--- src/rtl/microwave_pkg.sv ---
// Shared types and constants for the microwave timer controller.
// Contents: FSM state enum, 7-segment patterns (active-low {g,f,e,d,c,b,a}),
// datapath widths, default clock rate, keypad priority encoder.
package microwave_pkg;

    localparam int unsigned DEFAULT_CLK_HZ = 100;
    localparam int unsigned DIGIT_W        = 4;
    localparam int unsigned SEG_W          = 7;
    localparam int unsigned KEY_W          = 10;

    typedef enum logic [1:0] {
        IDLE  = 2'd0,
        COOK  = 2'd1,
        PAUSE = 2'd2
    } state_t;

    localparam logic [SEG_W-1:0] SEG_BLANK = 7'h7F;
    localparam logic [SEG_W-1:0] SEG_0     = 7'h40;
    localparam logic [SEG_W-1:0] SEG_1     = 7'h79;
    localparam logic [SEG_W-1:0] SEG_2     = 7'h24;
    localparam logic [SEG_W-1:0] SEG_3     = 7'h30;
    localparam logic [SEG_W-1:0] SEG_4     = 7'h19;
    localparam logic [SEG_W-1:0] SEG_5     = 7'h12;
    localparam logic [SEG_W-1:0] SEG_6     = 7'h02;
    localparam logic [SEG_W-1:0] SEG_7     = 7'h78;
    localparam logic [SEG_W-1:0] SEG_8     = 7'h00;
    localparam logic [SEG_W-1:0] SEG_9     = 7'h10;

    // Highest set key wins when several keys are pressed together.
    function automatic logic [DIGIT_W-1:0] key_to_digit(input logic [KEY_W-1:0] keys);
        logic [DIGIT_W-1:0] d;
        d = '0;
        for (int i = 0; i < int'(KEY_W); i++) begin
            if (keys[i]) d = DIGIT_W'(i);
        end
        return d;
    endfunction

endpackage

--- src/rtl/microwave_seg7_digit.sv ---
// BCD to 7-segment decoder, active-low segments {g,f,e,d,c,b,a}.
// Ports: bcd (4-bit digit in), segs_c (7-bit segments, combinational).
// Codes 10..15 decode to blank.
module seg7_digit
    import microwave_pkg::*;
(
    input  logic [DIGIT_W-1:0] bcd,
    output logic [SEG_W-1:0]   segs_c
);

    always_comb begin
        segs_c = SEG_BLANK;
        case (bcd)
            4'd0:    segs_c = SEG_0;
            4'd1:    segs_c = SEG_1;
            4'd2:    segs_c = SEG_2;
            4'd3:    segs_c = SEG_3;
            4'd4:    segs_c = SEG_4;
            4'd5:    segs_c = SEG_5;
            4'd6:    segs_c = SEG_6;
            4'd7:    segs_c = SEG_7;
            4'd8:    segs_c = SEG_8;
            4'd9:    segs_c = SEG_9;
            default: segs_c = SEG_BLANK;
        endcase
    end

endmodule

--- src/rtl/microwave.sv ---
// Microwave-oven timer controller: keypad M:SS entry, start/stop/door control,
// 1 Hz countdown and magnetron enable.
// Ports:
//   clk, clearn (async active-low reset)
//   startn, stopn (active-low buttons), door_closed (1 = closed)
//   keypad[9:0] one-hot digit keys
//   secs_ones_segs, secs_tens_segs, min_segs: registered active-low 7-seg
//   mag_on: magnetron enable, decoded from the state register
// Build option: LEADING_ZERO_BLANK_EN blanks leading zero digits.
module microwave
    import microwave_pkg::*;
#(
    parameter int unsigned CLK_HZ  = DEFAULT_CLK_HZ,
    parameter int unsigned SYNC_FF = 2
) (
    input  logic               clk,
    input  logic               clearn,
    input  logic               startn,
    input  logic               stopn,
    input  logic               door_closed,
    input  logic [KEY_W-1:0]   keypad,
    output logic [SEG_W-1:0]   secs_ones_segs,
    output logic [SEG_W-1:0]   secs_tens_segs,
    output logic [SEG_W-1:0]   min_segs,
    output logic               mag_on
);

    localparam int unsigned IN_W  = KEY_W + 3;
    localparam int unsigned PRE_W = (CLK_HZ > 1) ? $clog2(CLK_HZ) : 1;
    localparam logic [IN_W-1:0] IN_RST = {1'b1, 1'b1, 1'b0, {KEY_W{1'b0}}};

`ifdef LEADING_ZERO_BLANK_EN
    localparam logic [SEG_W-1:0] TENS_RST = SEG_BLANK;
    localparam logic [SEG_W-1:0] MIN_RST  = SEG_BLANK;
`else
    localparam logic [SEG_W-1:0] TENS_RST = SEG_0;
    localparam logic [SEG_W-1:0] MIN_RST  = SEG_0;
`endif

    // Input synchronizer chain for all board inputs, bundled into one vector.
    logic [IN_W-1:0] sync_q [SYNC_FF];

    always_ff @(posedge clk or negedge clearn) begin
        if (!clearn) begin
            for (int i = 0; i < int'(SYNC_FF); i++) sync_q[i] <= IN_RST;
        end else begin
            sync_q[0] <= {startn, stopn, door_closed, keypad};
            for (int i = 1; i < int'(SYNC_FF); i++) sync_q[i] <= sync_q[i-1];
        end
    end

    logic             start_s;
    logic             stop_s;
    logic             door_s;
    logic [KEY_W-1:0] key_s;

    assign start_s = sync_q[SYNC_FF-1][IN_W-1];
    assign stop_s  = sync_q[SYNC_FF-1][IN_W-2];
    assign door_s  = sync_q[SYNC_FF-1][IN_W-3];
    assign key_s   = sync_q[SYNC_FF-1][KEY_W-1:0];

    // Edge detectors: one action per button press / key press.
    logic start_q;
    logic stop_q;
    logic key_any_q;

    always_ff @(posedge clk or negedge clearn) begin
        if (!clearn) begin
            start_q   <= 1'b1;
            stop_q    <= 1'b1;
            key_any_q <= 1'b0;
        end else begin
            start_q   <= start_s;
            stop_q    <= stop_s;
            key_any_q <= |key_s;
        end
    end

    logic start_fall_c;
    logic stop_fall_c;
    logic key_press_c;

    assign start_fall_c = start_q & ~start_s;
    assign stop_fall_c  = stop_q & ~stop_s;
    assign key_press_c  = (|key_s) & ~key_any_q;

    // State and time registers.
    state_t             state_q, state_d;
    logic [DIGIT_W-1:0] min_q, min_d;
    logic [DIGIT_W-1:0] tens_q, tens_d;
    logic [DIGIT_W-1:0] ones_q, ones_d;

    // Prescaler: held at zero outside COOK, so every COOK entry starts a full second.
    logic [PRE_W-1:0] pre_cnt_q;
    logic             tick_c;

    assign tick_c = (state_q == COOK) && (pre_cnt_q == PRE_W'(CLK_HZ - 1));

    always_ff @(posedge clk or negedge clearn) begin
        if (!clearn) begin
            pre_cnt_q <= '0;
        end else if ((state_q != COOK) || tick_c) begin
            pre_cnt_q <= '0;
        end else begin
            pre_cnt_q <= pre_cnt_q + PRE_W'(1);
        end
    end

    logic time_nz_c;
    logic time_one_c;

    assign time_nz_c  = |{min_q, tens_q, ones_q};
    assign time_one_c = (min_q == 4'd0) && (tens_q == 4'd0) && (ones_q == 4'd1);

    always_ff @(posedge clk or negedge clearn) begin
        if (!clearn) begin
            state_q <= IDLE;
            min_q   <= '0;
            tens_q  <= '0;
            ones_q  <= '0;
        end else begin
            state_q <= state_d;
            min_q   <= min_d;
            tens_q  <= tens_d;
            ones_q  <= ones_d;
        end
    end

    // Next-state and time-update logic; stop always has priority over start.
    always_comb begin
        state_d = state_q;
        min_d   = min_q;
        tens_d  = tens_q;
        ones_d  = ones_q;
        case (state_q)
            IDLE: begin
                if (stop_fall_c) begin
                    min_d  = '0;
                    tens_d = '0;
                    ones_d = '0;
                end else if (start_fall_c) begin
                    if (door_s && time_nz_c) state_d = COOK;
                end else if (key_press_c) begin
                    min_d  = tens_q;
                    tens_d = (ones_q > 4'd5) ? 4'd5 : ones_q;
                    ones_d = key_to_digit(key_s);
                end
            end
            COOK: begin
                if (stop_fall_c || !door_s) begin
                    state_d = PAUSE;
                end else if (tick_c) begin
                    if (time_one_c) begin
                        state_d = IDLE;
                        ones_d  = '0;
                    end else if (ones_q != 4'd0) begin
                        ones_d = ones_q - 4'd1;
                    end else begin
                        ones_d = 4'd9;
                        if (tens_q != 4'd0) begin
                            tens_d = tens_q - 4'd1;
                        end else begin
                            tens_d = 4'd5;
                            min_d  = min_q - 4'd1;
                        end
                    end
                end
            end
            PAUSE: begin
                if (stop_fall_c) begin
                    state_d = IDLE;
                    min_d   = '0;
                    tens_d  = '0;
                    ones_d  = '0;
                end else if (start_fall_c && door_s) begin
                    state_d = COOK;
                end
            end
            default: begin
                state_d = IDLE;
            end
        endcase
    end

    assign mag_on = (state_q == COOK);

    // Segment decode and display registers.
    logic [SEG_W-1:0] ones_seg_c;
    logic [SEG_W-1:0] tens_seg_c;
    logic [SEG_W-1:0] min_seg_c;
    logic [SEG_W-1:0] tens_disp_c;
    logic [SEG_W-1:0] min_disp_c;

    seg7_digit u_ones (.bcd(ones_q), .segs_c(ones_seg_c));
    seg7_digit u_tens (.bcd(tens_q), .segs_c(tens_seg_c));
    seg7_digit u_min  (.bcd(min_q),  .segs_c(min_seg_c));

    always_comb begin
        tens_disp_c = tens_seg_c;
        min_disp_c  = min_seg_c;
`ifdef LEADING_ZERO_BLANK_EN
        if (min_q == 4'd0) begin
            min_disp_c = SEG_BLANK;
            if (tens_q == 4'd0) tens_disp_c = SEG_BLANK;
        end
`endif
    end

    always_ff @(posedge clk or negedge clearn) begin
        if (!clearn) begin
            secs_ones_segs <= SEG_0;
            secs_tens_segs <= TENS_RST;
            min_segs       <= MIN_RST;
        end else begin
            secs_ones_segs <= ones_seg_c;
            secs_tens_segs <= tens_disp_c;
            min_segs       <= min_disp_c;
        end
    end

endmodule

--- config.mk ---
export PLATFORM = sky130hd
export DESIGN_NAME = microwave
export DESIGN_NICKNAME = d
export VERILOG_FILES = /design/src/rtl/microwave_pkg.sv /design/src/rtl/microwave_seg7_digit.sv /design/src/rtl/microwave.sv
export SDC_FILE = /design/constraint.sdc
export NUM_CORES = 1
export LEC_CHECK = 0
export BUFFER_PORTS_ARGS = -buffer_cell sky130_fd_sc_hd__buf_2
export CORE_ASPECT_RATIO = 0.75
export CORE_MARGIN = 2
export CORE_UTILIZATION = 33
export CTS_BUF_LIST = sky130_fd_sc_hd__clkbuf_16
export DETAILED_ROUTE_END_ITERATION = 16
export GPL_TIMING_DRIVEN = 0
export HOLD_SLACK_MARGIN = 0.05
export PLACE_DENSITY = 0.58
export SETUP_SLACK_MARGIN = 0.2
export SLEW_MARGIN = 10
export SYNTH_ARGS = -nofsm -noshare
export SYNTH_HDL_FRONTEND = slang
export SYNTH_HIERARCHICAL = 1
export SYNTH_SLANG_ARGS = --single-unit
export TNS_END_PERCENT = 10
--- constraint.sdc ---
create_clock -name clk -period 5.15 [get_ports clk]
set_clock_uncertainty 0.05 [all_clocks]
set_input_delay 0.7725 -clock clk [delete_from_list [all_inputs] [get_ports clk]]
set_output_delay 0.7725 -clock clk [all_outputs]
set_load 0.02 [all_outputs]
==> results of run 1 <==
==> logic make-up after synthesis <==
kind of cell,share of synthesized area
simple gates,0.173
flops,0.519
compound gates,0.122
buf+inv,0.0414
fa+ha+maj,0.0945
mux,0.0291
xor+xnor,0.0203
==> power by group <==
part	internal, uW	switching, uW	leakage (uW)
logic	445	620	0.000890
clock network	329	242	0.000132
registers	714	110	0.000857
==> Yosys cell counts (all sizes together), types with 4 or more instances <==
cell	number
a31oi	5
nor3	7
a21oi	17
dfstp	9
or2	4
nand2b	14
nor2	33
buf	8
ha	26
o21ai	28
mux2	8
dfrtp	62
o22ai	4
nand2	16
xnor2	6
inv	21
==> registers in the layout, indices dropped and copies added, names as in the netlist <==
name / count
door_s: 1
key_any_q: 1
key_s: 10
min_q: 4
min_segs: 7
ones_q: 4
pre_cnt_q: 7
secs_ones_segs: 7
secs_tens_segs: 7
start_q: 1
start_s: 1
state_q: 2
stop_q: 1
stop_s: 1
sync_q: 13
tens_q: 4
==> final cells by class <==
type	instances	area share
sequential	71	0.436
multi-input combinational	212	0.369
clock buffer	9	0.0549
timing repair buffer	37	0.0512
tap	136	0.0415
inverter	21	0.0192
buffer	9	0.0155
clock inverter	7	0.0134
==> per-stage QoR <==
stage               cells  hold slack (ps)
global placement      485              285
detailed placement    486              285
global route          502              240
CTS                   502              230
finish                502              237
floorplan             313              281
==> metal layers <==
layer,part of all wire,vias up,track usage
met5,0,-,0
met4,0.017,0,0.0489
met3,0.058,9,0.0493
met2,0.42,52,0.164
met1,0.50,1073,0.147
li1,-,1167,-
==> layout by cell type (no fill, tap or decap), drive strengths merged, types with 4 or more instances in the layout <==
| master | Yosys | layout |
|---|---|---|
| dfrtp | 62 | 62 |
| buf | 8 | 45 |
| nor2 | 33 | 33 |
| o21ai | 28 | 28 |
| ha | 26 | 26 |
| inv | 21 | 23 |
| a21oi | 17 | 17 |
| nand2 | 16 | 16 |
| nand2b | 14 | 14 |
| clkbuf | 1 | 10 |
| dfstp | 9 | 9 |
| mux2 | 8 | 8 |
| nor3 | 7 | 7 |
| xnor2 | 6 | 6 |
| a31oi | 5 | 5 |
| o22ai | 4 | 4 |
| or2 | 4 | 4 |
==> critical path, stage by stage, from the launching register on <==
cell and delay (ps):
dfrtp_1 480, inv_1 120, ha_1 230, nor3b_4 180
and3_1 170, buf_2 150, o21a_1 230, nor3_4 230
mux2_2 370
==> worst max path at each step <==
stage | from | to
final | tens_q[1] | tens_q[0]
after global routing | tens_q[0] | tens_q[0]
after CTS | tens_q[1] | tens_q[0]
after detailed placement | tens_q[1] | tens_q[0]
after floorplan | tens_q[0] | tens_q[0]
after global placement | tens_q[1] | tens_q[2]
==> results.cfg, run 1 <==
[logic_synthesis]
yosys-top-cells-area = dfrtp_1, ha_1, dfstp_2
yosys_warnings = 6
async_flop_share = 1.00
synth_seq_area_share = 0.519
synth.largest_area_cell = dfrtp_1
synth_nets = 354
synth.ff_latch_count = 71
synth_top_cell_area_share = 0.451
syn_area_per_cell_um2 = 11.0
synth_cell_type_count = 52
synth_cells = 313
synth-edff-count = 0
ys_dominant_reg_cell = dfrtp_1
syn_area_um2 = 3440

[worst_setup_path]
cp_max_fo = 8
path_class = register to register
cp.arrival_ps = 2500
r2r_slack_ps = 2820
r2r-end = tens_q[0]
reg2reg_depth = 8
cp.required_ps = 5320
cp-start-kind = register
cp-end-kind = register
r2r-start = tens_q[1]

[cts]
cts_hold_buf = 0
clkTransAtPathRegs_ps = 60
cts.htree.levels = 3
cts.repair.resized = 0
insertion_delay_ps = 340
post_cts_buffers = 0
cts_buffers = 9
cts.sinks = 71
cts_tree = yes
cts.root.buffer_cell = clkbuf_16
cts_buffer_depth = 2

[layout]
drive_gt1_frac = 0.251
nets = 402
diodes = 0
fin_area_um2 = 4100
final_util = 0.402
regArea_um2 = 1790
multi_input_area_um2 = 1510
area_delta_synth_final_pct = 19.2
fillers = 1007

[job]
maxCapViolations = 0

[drt]
drtIter0Drc = 94
detail-route-antenna-nets = 0
first_pass_iters = 4
wirelength_um = 5700
vias_per_cell = 4.58
vias = 2301
drc_errors = 0
avgRoutedWirePerCell_um = 11.4

[power_and_ir_drop]
cellPowerDensity_nw_per_um2 = 599
leakage_uw = 0.00188
irDropWorstVdd_mv = 0.278
p_total_uw = 2460

[timing]
worstMarginPinSlew_ps = 573
setup_viol = 0
fin_crit_sh = 0.453
timing.fmax_mhz = 429
setup_tns_ps = 0
timing.slew.headroom = 0.615
final_hold_viol_count = 0
min_period_ps = 2330
rsz0062_at_grt = no
setup_ws_ps = 2820
final-max-slew-violation-count = 0

[global_routing]
grt_pass1_wl_um = 9850
antenna_found_initial = 0
grt_use_total = 0.113
grt_pass1_vias = 2131
grt_max_degree = 57
grt_overflow = 0

[die]
die_w_um = 122
row_count = 32
fp.dieH_um = 92.5
coreArea_um2 = 10200
dieArea_um2 = 11300
start_util = 0.337
ios = 37

[placement]
dp_hpwl_um = 4050
routabilityCongestion = 0.774
post-place-ws_ps = 2850
io_buffer_count = 36
place_area_um2 = 3820

[status]
status = completed

[hold_path]
min_path_type = input port to async pin
Power figures use the tool's default switching activity.
==> inputs of run 2 (changes only) <==
--- a/config.mk
+++ b/config.mk
@@ -13,7 +13,7 @@
 export DETAILED_ROUTE_END_ITERATION = 16
 export GPL_TIMING_DRIVEN = 0
 export HOLD_SLACK_MARGIN = 0.05
-export PLACE_DENSITY = 0.58
+export PLACE_DENSITY = 0.6
 export SETUP_SLACK_MARGIN = 0.2
 export SLEW_MARGIN = 10
 export SYNTH_ARGS = -nofsm -noshare
==> constraint.sdc (replaced) <==
create_clock -name clk -period 2.1 [get_ports clk]
set_clock_uncertainty 0.05 [all_clocks]
set_input_delay 0.315 -clock clk [delete_from_list [all_inputs] [get_ports clk]]
set_output_delay 0.315 -clock clk [all_outputs]
set_load 0.02 [all_outputs]
==> results.cfg, run 2 (synthesis gave the netlist of run 1 again) <==
[global_routing]
grt_max_degree = 62
antenna_found_initial = 0
grt_pass1_wl_um = 11000
grt_use_total = 0.123
grt_pass1_vias = 2382
grt_overflow = 0

[layout]
multi_input_area_um2 = 1610
area_delta_synth_final_pct = 30.9
largest-register = sync_q
nets = 432
fillers = 971
layout_commonest_cell = dfrtp_1
largest_reg_flops = 13
fin_area_um2 = 4510
drive_gt1_frac = 0.338
regArea_um2 = 1800
layout_common_cells = dfrtp_1, buf_2, nor2_1
diodes = 0

[timing]
setup_viol = 0
setup_ws_ps = 59.6
timing.fmax_mhz = 490
final-max-slew-violation-count = 0
final_hold_viol_count = 0
min_period_ps = 2040
timing.slew.headroom = 0.643
fin_crit_sh = 0.972
worstMarginPinSlew_ps = 531
rsz0062_at_grt = yes

[placement]
routabilityCongestion = 0.837
dp_hpwl_um = 4310
place_area_um2 = 3860
post-place-ws_ps = -179
io_buffer_count = 36

[cts]
cts.sinks = 71
cts.root.buffer_cell = clkbuf_16
insertion_delay_ps = 330
cts_tree = yes
cts.htree.levels = 3
cts_buffer_depth = 2
cts_buffers = 9
clkTransAtPathRegs_ps = 60

[job]
maxCapViolations = 0

[die]
fp.dieH_um = 92.5
dieArea_um2 = 11300
ios = 37
row_count = 32
die_w_um = 122
start_util = 0.337
coreArea_um2 = 10200

[drt]
detail-route-antenna-nets = 0
drc_errors = 0
wirelength_um = 6410
drtIter0Drc = 83
vias_per_cell = 4.55
avgRoutedWirePerCell_um = 12.1
vias = 2423
first_pass_iters = 4

[hold_path]
min_path_type = register to register

[power_and_ir_drop]
irDropWorstVdd_mv = 0.648
p_total_uw = 6690
cellPowerDensity_nw_per_um2 = 1490
leakage_uw = 0.00204

[worst_setup_path]
cp-end-kind = register
cp.required_ps = 2270
cp.arrival_ps = 2210
cp_max_fo = 4
path_class = register to register
cp-start-kind = register

[status]
status = completed
==> run 2: routing by layer <==
| layer | vias to the layer above | global-route usage | wire, um |
|---|---|---|---|
| li1 | 1242 | - | - |
| met1 | 1117 | 0.168 | 3140 |
| met2 | 57 | 0.179 | 2820 |
| met3 | 7 | 0.0456 | 373 |
| met4 | 0 | 0.0450 | 73 |
| met5 | - | 0 | 0 |
==> run 2: stage by stage <==
stage	utilization	setup TNS, ps	cells	hold WS (ps)
3_5_place_dp	0.378	-697	486	112
5_1_grt	0.441	-41.6	532	304
2_1_floorplan	-	0	313	-30.6
3_3_place_gp	0.375	-670	485	285
4_1_cts	0.431	0	526	297
6_report	0.441	0	532	298
==> run 2: power by group <==
part	internal [uW]	switching (uW)	leakage (uW)	total (uW)
combinational	1440	1740	0.00105	3180
clock	930	583	0.000147	1510
sequential	1760	240	0.000846	2000
total	4130	2560	0.00204	6690
==> run 2: worst max-delay path, cell delays in order (launching register included) <==
cell	delay (ps)
dfrtp_2	380
inv_4	50
ha_4	160
nor3b_4	150
and3_1	200
buf_6	120
o21a_4	220
nor3_4	270
mux2_4	320
==> run 2: final cells by class <==
| type | count | area share |
|---|---|---|
| flip-flops and latches | 71 | 0.399 |
| multi-input cells | 212 | 0.357 |
| repair buffers | 67 | 0.105 |
| clock buffers | 9 | 0.0500 |
| well taps | 136 | 0.0378 |
| inverters | 21 | 0.0186 |
| clock inverters | 7 | 0.0172 |
| plain buffers | 9 | 0.0156 |
==> run 2: timing repair <==
item,CTS,global route
resized for setup,9,23
endpoints found under the setup margin,14,14
endpoints found under the hold margin,35,0
hold buffers,14,0
setup buffers,10,6
pin swaps,5,13
==> run 2: worst paths after layout <==
check	endpoint	startpoint	cells after the start	slack [ps]
worst min-delay path	key_s[7]	sync_q[20]	0	300
worst max-delay path	tens_q[0]	tens_q[1]	8	60
max in group asynchronous	start_s	clearn	3	1130
worst min register to register	key_s[7]	sync_q[20]	0	300
min in group asynchronous	secs_tens_segs[5]	clearn	2	310
worst max register to register	tens_q[0]	tens_q[1]	8	60
==> inputs of run 3 (changes only) <==
--- a/config.mk
+++ b/config.mk
@@ -7,13 +7,13 @@
 export LEC_CHECK = 0
 export BUFFER_PORTS_ARGS = -buffer_cell sky130_fd_sc_hd__buf_2
 export CORE_ASPECT_RATIO = 0.75
-export CORE_MARGIN = 2
 export CORE_UTILIZATION = 33
 export CTS_BUF_LIST = sky130_fd_sc_hd__clkbuf_16
+export CTS_CLUSTER_DIAMETER = 50
 export DETAILED_ROUTE_END_ITERATION = 16
 export GPL_TIMING_DRIVEN = 0
 export HOLD_SLACK_MARGIN = 0.05
-export PLACE_DENSITY = 0.6
+export PLACE_DENSITY = 0.5
 export SETUP_SLACK_MARGIN = 0.2
 export SLEW_MARGIN = 10
 export SYNTH_ARGS = -nofsm -noshare
==> results.cfg, run 3 (synthesis gave the netlist of run 1 again) <==
[status]
status = completed

[drt]
avgRoutedWirePerCell_um = 12.3
wl_met3_um = 222
wirelength_um = 6480
first_pass_iters = 4
detail-route-antenna-nets = 0
vias = 2407
wl_met2_um = 2820
vias_per_cell = 4.58
drtIter0Drc = 114
drc_errors = 0
highest_layer = met4
met1_length_um = 3330

[timing]
timing.fmax_mhz = 490
fin_hold_ws_ps = 297
final_hold_viol_count = 0
worstMarginPinSlew_ps = 563
rsz0062_at_grt = yes
final-max-slew-violation-count = 0
setup_ws_ps = 58.5
min_period_ps = 2040
fin_crit_sh = 0.972
setup_viol = 0
timing.slew.headroom = 0.621

[die]
dieArea_um2 = 10900
row_count = 31
start_util = 0.348
fp.dieH_um = 90.5
die_w_um = 120
coreArea_um2 = 9890
ios = 37

[job]
maxCapViolations = 0

[layout]
largest_reg_flops = 13
multi_input_area_um2 = 1620
drive_gt1_frac = 0.318
regArea_um2 = 1800
fillers = 933
area_delta_synth_final_pct = 31.0
layout_common_cells = dfrtp_1, buf_2, nor2_1
layout_commonest_cell = dfrtp_1
final_util = 0.456
final_cells = 525
nets = 429
largest-register = sync_q
diodes = 0

[global_routing]
grt_pass1_vias = 2344
grt_max_degree = 40
antenna_found_initial = 0
grt_overflow = 0
grt_use_total = 0.133
grt_pass1_wl_um = 11100

[worst_setup_path]
cp-end-kind = register
critPathTopFamily = simple AND/OR/NAND/NOR gates
cp_max_fo = 3
worstPathCellList = inv_4 -> ha_4 -> nor3b_4 -> and3_4 -> buf_6 -> a31oi_4 -> a211o_1 -> mux2_4
path_class = register to register
cp.required_ps = 2260
cp_slowest_stage_delay_ps = 420
worstPathBufferInverterCount = 2
r2r-start = tens_q[1]
worst_path_max_delay_cell = dfrtp_2
cp-start-kind = register
setup.worst_path.start = tens_q[1]
cp.arrival_ps = 2210

[hold_path]
hp-start = sync_q[13]
min_path_type = register to register

[power_and_ir_drop]
p_total_uw = 6720
leakage_uw = 0.00204
cellPowerDensity_nw_per_um2 = 1490
irDropWorstVdd_mv = 0.496

[cts]
insertion_delay_ps = 330
clkTransAtPathRegs_ps = 60
cts.root.buffer_cell = clkbuf_16
cts_tree = yes
cts_buffers = 9
cts.sinks = 71
cts.htree.levels = 3
cts_buffer_depth = 2

[placement]
dp_hpwl_um = 4260
post-place-ws_ps = -159
io_buffer_count = 36
dp.cells = 482
routabilityCongestion = 0.760
==> run 3: power by group <==
part           switching (uW)  internal (uW)
logic                    1730           1380
registers                 235           1760
clock network             571           1040
total                    2540           4180
==> run 3: timing repair <==
action	4_1_cts	5_1_grt
gates resized for setup	10	21
setup endpoints to repair	14	15
hold buffers	14	0
setup buffers	9	4
pin swaps	3	7
endpoints found under the hold margin	40	0
==> run 3: metal layers <==
| metal | vias up | track usage |
|---|---|---|
| li1 | 1226 | - |
| met1 | 1139 | 0.178 |
| met2 | 34 | 0.191 |
| met3 | 8 | 0.0492 |
| met4 | 0 | 0.0531 |
| met5 | - | 0 |
==> run 3: final cells by class <==
class,count,area share
buffer,9,0.0178
tap,132,0.0366
clock inverter,7,0.0214
clock buffer,9,0.0499
timing repair buffer,64,0.0976
sequential,71,0.398
multi-input combinational,212,0.360
inverter,21,0.0186
==> run 3: worst paths after layout <==
| check | end | depth (start not counted) | slack, ps |
|---|---|---|---|
| min reg2reg | key_s[0] | 0 | 300 |
| max reg2reg | state_q[0] | 8 | 60 |
| max | state_q[0] | 8 | 60 |
| min | key_s[0] | 0 | 300 |
| max in group asynchronous | start_q | 3 | 970 |
| min in group asynchronous | secs_tens_segs[3] | 2 | 410 |
==> run 3: metrics by stage <==
step	TNS, ps	cell area, um2
after global routing	-8.40	4510
after floorplan	0	3480
after global placement	-732	3820
after CTS	0	4400
final	0	4510
after detailed placement	-604	3840
